===== config.mk =====
export PLATFORM = sky130hd
export DESIGN_NAME = sram_arbiter
export DESIGN_NICKNAME = d
export VERILOG_FILES = /design/src/rtl/sram_arbiter.sv
export SDC_FILE = /design/constraint.sdc
export NUM_CORES = 1
export LEC_CHECK = 0
export ABC_AREA = 1
export BUFFER_PORTS_ARGS = -buffer_cell sky130_fd_sc_hd__buf_2
export CELL_PAD_IN_SITES_DETAIL_PLACEMENT = 1
export CELL_PAD_IN_SITES_GLOBAL_PLACEMENT = 2
export CORE_MARGIN = 2
export CORE_UTILIZATION = 29
export CTS_BUF_LIST = sky130_fd_sc_hd__clkbuf_8
export CTS_CLUSTER_DIAMETER = 40
export DETAILED_ROUTE_END_ITERATION = 6
export GPL_ROUTABILITY_DRIVEN = 0
export PLACE_DENSITY = 0.91
export SETUP_SLACK_MARGIN = 0.5
export SYNTH_ARGS = -nofsm -noshare
export SYNTH_HDL_FRONTEND = slang
export SYNTH_SLANG_ARGS = --single-unit

===== constraint.sdc =====
create_clock -name sysclk -period 3.2 [get_ports sysclk]
set_input_delay 0.64 -clock sysclk [delete_from_list [all_inputs] [get_ports sysclk]]
set_output_delay 0.64 -clock sysclk [all_outputs]
set_load 0.005 [all_outputs]

===== src/rtl/sram_arbiter.sv =====
// sram_arbiter: shares one external 8-bit asynchronous SRAM between two requesters.
//   Port A (CPU side) has priority; port B (DMA side) is forced through after it has
//   lost MAX_STARVE consecutive contested grants.
//   Each access runs IDLE -> SETUP -> STROBE (WAIT_CYCLES+1) -> HOLD -> IDLE. The winner
//   gets a one-cycle ack in HOLD.
// Ports:
//   sysclk, rst_n               clock, asynchronous active-low reset
//   a_* / b_*                   requester handshakes (req/we/addr/wdata in, rdata/ack out)
//   sram_addr/dout/doe/we_n     SRAM pin drivers (all straight from flops)
//   sram_din                    SRAM data input path
//   owner_b                     current or last grant went to B
//   busy                        an access is in progress
module sram_arbiter #(
  parameter int unsigned AW          = 21,
  parameter int unsigned WAIT_CYCLES = 1,
  parameter int unsigned MAX_STARVE  = 4
) (
  input  logic          sysclk,
  input  logic          rst_n,
  input  logic          a_req,
  input  logic          a_we,
  input  logic [AW-1:0] a_addr,
  input  logic [7:0]    a_wdata,
  output logic [7:0]    a_rdata,
  output logic          a_ack,
  input  logic          b_req,
  input  logic          b_we,
  input  logic [AW-1:0] b_addr,
  input  logic [7:0]    b_wdata,
  output logic [7:0]    b_rdata,
  output logic          b_ack,
  output logic [AW-1:0] sram_addr,
  output logic [7:0]    sram_dout,
  output logic          sram_doe,
  input  logic [7:0]    sram_din,
  output logic          sram_we_n,
  output logic          owner_b,
  output logic          busy
);

  localparam logic [2:0] WaitLast  = 3'(WAIT_CYCLES);
  localparam logic [3:0] StarveMax = 4'(MAX_STARVE);

  typedef enum logic [1:0] {StIdle, StSetup, StStrobe, StHold} state_e;

  state_e        state_q;
  logic [AW-1:0] addr_q;
  logic [7:0]    dout_q;
  logic          doe_q;
  logic          we_n_q;
  logic          owner_b_q;
  logic          cmd_we_q;
  logic          a_ack_q;
  logic          b_ack_q;
  logic [7:0]    a_rdata_q;
  logic [7:0]    b_rdata_q;
  logic [3:0]    starve_q;
  logic [2:0]    cnt_q;

  // B wins when alone, or when both request and B has been passed over long enough.
  logic grant_b;
  assign grant_b = b_req & (~a_req | (starve_q == StarveMax));

  always_ff @(posedge sysclk or negedge rst_n) begin
    if (!rst_n) begin
      state_q   <= StIdle;
      addr_q    <= '0;
      dout_q    <= '0;
      doe_q     <= 1'b0;
      we_n_q    <= 1'b1;
      owner_b_q <= 1'b0;
      cmd_we_q  <= 1'b0;
      a_ack_q   <= 1'b0;
      b_ack_q   <= 1'b0;
      a_rdata_q <= '0;
      b_rdata_q <= '0;
      starve_q  <= '0;
      cnt_q     <= '0;
    end else begin
      a_ack_q <= 1'b0;
      b_ack_q <= 1'b0;
      case (state_q)
        StIdle: begin
          we_n_q <= 1'b1;
          doe_q  <= 1'b0;
          if (a_req || b_req) begin
            owner_b_q <= grant_b;
            cmd_we_q  <= grant_b ? b_we : a_we;
            addr_q    <= grant_b ? b_addr : a_addr;
            dout_q    <= grant_b ? b_wdata : a_wdata;
            // Drive the bus from SETUP onward for writes.
            doe_q     <= grant_b ? b_we : a_we;
            if (grant_b) begin
              starve_q <= '0;
            end else if (b_req && (starve_q != StarveMax)) begin
              starve_q <= starve_q + 4'd1;
            end
            state_q <= StSetup;
          end
        end
        StSetup: begin
          cnt_q   <= '0;
          we_n_q  <= ~cmd_we_q;
          state_q <= StStrobe;
        end
        StStrobe: begin
          if (cnt_q == WaitLast) begin
            we_n_q <= 1'b1;
            if (!cmd_we_q) begin
              if (owner_b_q) b_rdata_q <= sram_din;
              else           a_rdata_q <= sram_din;
            end
            if (owner_b_q) b_ack_q <= 1'b1;
            else           a_ack_q <= 1'b1;
            state_q <= StHold;
          end else begin
            cnt_q <= cnt_q + 3'd1;
          end
        end
        StHold: begin
          // Address and doe stay put through HOLD; release the bus on the way out.
          doe_q   <= 1'b0;
          state_q <= StIdle;
        end
        default: begin
          state_q <= StIdle;
        end
      endcase
    end
  end

  assign sram_addr = addr_q;
  assign sram_dout = dout_q;
  assign sram_doe  = doe_q;
  assign sram_we_n = we_n_q;
  assign owner_b   = owner_b_q;
  assign a_ack     = a_ack_q;
  assign b_ack     = b_ack_q;
  assign a_rdata   = a_rdata_q;
  assign b_rdata   = b_rdata_q;
  assign busy      = (state_q != StIdle);

endmodule


==> flow_summary.yaml <==
status:
  status: "completed"
route:
  vias: 2921
  drc_errors: 0
  routed_via_density: 4.36
  wl_per_cell_um: 13.1
  drt_iter0_markers: 86
  ant_nets: 0
  first_pass_iters: 4
  finalWirelength_um: 8770
yosys:
  synth.net_count: 489
  synth-edff-count: 0
  syn_avg_cell_area_sq_um: 7.66
  ys.flop_type: "dfrtp_1"
  syn_area_sq_mm: 0.00312
  async_flop_share_pct: 100
  yosysWarnings: 0
  synthCells: 407
  yosys.cell_types.count: 22
  seq_area_frac_synth_pct: 48.2
  yosysMostFrequentCell: "nand2_1"
  synth_seq_cells: 60
  synth_area_leaders: "dfrtp_1, nand2_1, inv_1"
  yosys.area.top_type_share_pct: 47.3
  yosysTopAreaCell: "dfrtp_1"
  synthTopCellsByCount: "nand2_1, inv_1, nand3_1"
timing:
  relSlewSlack_pct: 60.5
  finalClockSkew_ps: 9.48
  drv_slew: 0
  hold_ws_ps: 228
  setup_viol: 0
  fmaxAchievable_mhz: 501
  finalHoldViolations: 0
  fin_crit_sh_pct: 62.4
  tightest_slew_ps: 591
  rsz0062_at_grt: "false"
  fin_tns_setup_ps: 0
  min_period_ps: 2000
worst_setup_path:
  path_common_cell: "inv_1"
  crit_fanout: 4
  path_class: "flop to output port"
  crit_path_max_incr_delay_ps: 400
  path_cells: "inv_1, ha_1, inv_1, buf_2"
  required_ps: 2560
  r2r_start: "starve_q[0]"
  slowest_stage: "dfrtp_1"
  r2r-end: "sram_addr[18]"
  crit_path_start_kind: "flop"
  crit_path_end_kind: "output port"
  arrival_ps: 1360
  r2r_slack_ps: 1330
  reg2reg_depth: 9
finish:
  stdcell_area_sq_mm: 0.00407
  syn2layout_area_growth_pct: 30.4
  nets: 611
  drive_gt1_share_pct: 29.0
  diodes: 0
  fillers: 1345
cts:
  root_buffer: "clkbuf_8"
  cts_tree: "done"
  cts_resized: 0
  clock_tree.buffer_depth: 2
  clock_latency_ps: 340
  cts_made_buffers: 9
  clkSinkCount: 60
  htree_levels: 3
  ctsHoldBuffers: 0
  clk_pin_slew_ps: 80
  postCtsSetupBuffers: 0
pwr:
  power_density_mw_per_mm2: 861
  cellLeakagePower_nw: 2.41
  power_mw: 3.50
  peakVddDrop_uv: 254
hold_path:
  hold_class: "primary input to async pin"
global_routing:
  grt_pass1_wl_um: 14900
  grt_max_degree: 31
  grt-ovfl-total: 0
  grt_pass1_vias: 3134
  grt_antenna_before_repair: 0
  grt_use_total_pct: 16.2
place:
  placedInstanceArea_sq_mm: 0.00385
  port_buffers: 122
  dpl.hpwl_um: 6790
run:
  cap_violations: 0
die:
  die_w_um: 108
  core-area_sq_mm: 0.0104
  die_height_um: 108
  boundaryPins: 123
  start_util_pct: 30.1
  row_count: 37
  dieArea_sq_mm: 0.0116
state kept, by name, summed over array words and instances, names as in the netlist:
| register | flops |
|---|---|
| b_rdata | 8 |
| sram_we_n | 1 |
| cmd_we_q | 1 |
| sram_dout | 8 |
| sram_addr | 21 |
| a_rdata | 8 |
| sram_doe | 1 |
| state_q | 2 |
| owner_b | 1 |
| cnt_q | 3 |
| a_ack | 1 |
| b_ack | 1 |
| starve_q | 4 |
layout make-up:
cell class                 instances  area [sq um]  share of cell area [%]
clock inverter                     7          91.3                    2.24
inverter                          91           342                    8.39
tap                              136           170                    4.18
sequential                        60          1500                    36.9
multi-input combinational        238          1180                    28.9
timing repair buffer             129           663                    16.3
clock buffer                       9           124                    3.04
placed cells by master, fill, tap and decap left out, drive strengths merged:
cell and count:
clkinvlp 1, dfrtp 59, bufinv 2, nor2 7, clkinv 4, nand3 66
clkbuf 9, nor3 3, ha 10, buf 129, xnor2 2, dfstp 1
o21ai 23, nand2 120, xor2 1, o21a 1, o22ai 2, inv 91
a21oi 3
metrics by stage:
stage / setup slack (ps) / cells / util (%)
after floorplan: 1710 / 407 / -
after global placement: 1200 / 654 / 37.2
after detailed placement: 1130 / 654 / 37.2
after CTS: 1170 / 670 / 39.2
after global routing: 1070 / 670 / 39.2
final: 1200 / 670 / 39.2
power breakdown:
part | total, mW | internal (mW) | switching [mW]
registers | 1.38 | 1.14 | 0.245
logic | 1.38 | 0.587 | 0.794
clock network | 0.740 | 0.435 | 0.305
layer usage:
metal  GRT usage, %  vias to the layer above  part of all wire, %
li1               -                     1472                    -
met1           20.7                     1358                   44
met2           27.1                       87                   49
met3           4.30                        4                  6.3
met4           4.21                        0                 0.46
met5              0                        -                    0
worst max-delay path by stage:
stage | startpoint | to | slack [ps] | cells past startpoint
global route | state_q[0] | b_rdata[3] | 1070 | 6
floorplan | state_q[0] | a_rdata[0] | 1710 | 6
detailed placement | b_req | sram_addr[11] | 1130 | 7
global placement | b_req | sram_addr[13] | 1200 | 7
finish | state_q[0] | busy | 1200 | 4
CTS | state_q[0] | busy | 1170 | 4
cell families (layout without fill, tap and decap cells):
family | count (synthesis) | count (layout) | synth area share (%)
AO/OA/AOI/OAI | 29 | 29 | 5.29
XOR/XNOR | 3 | 3 | 0.843
adder cells (fa/ha/maj) | 10 | 10 | 4.01
buffers and inverters | 109 | 236 | 14.1
flip-flops | 60 | 60 | 48.2
AND/OR/NAND/NOR | 196 | 196 | 27.6
critical path: cells and delay by family, from the launching register on:
kind | cells | cell delay [ps]
flip-flops | 1 | 400
adder cells (fa/ha/maj) | 1 | 240
buffers and inverters | 3 | 380
No activity file was read; power rests on OpenSTA's default activity.
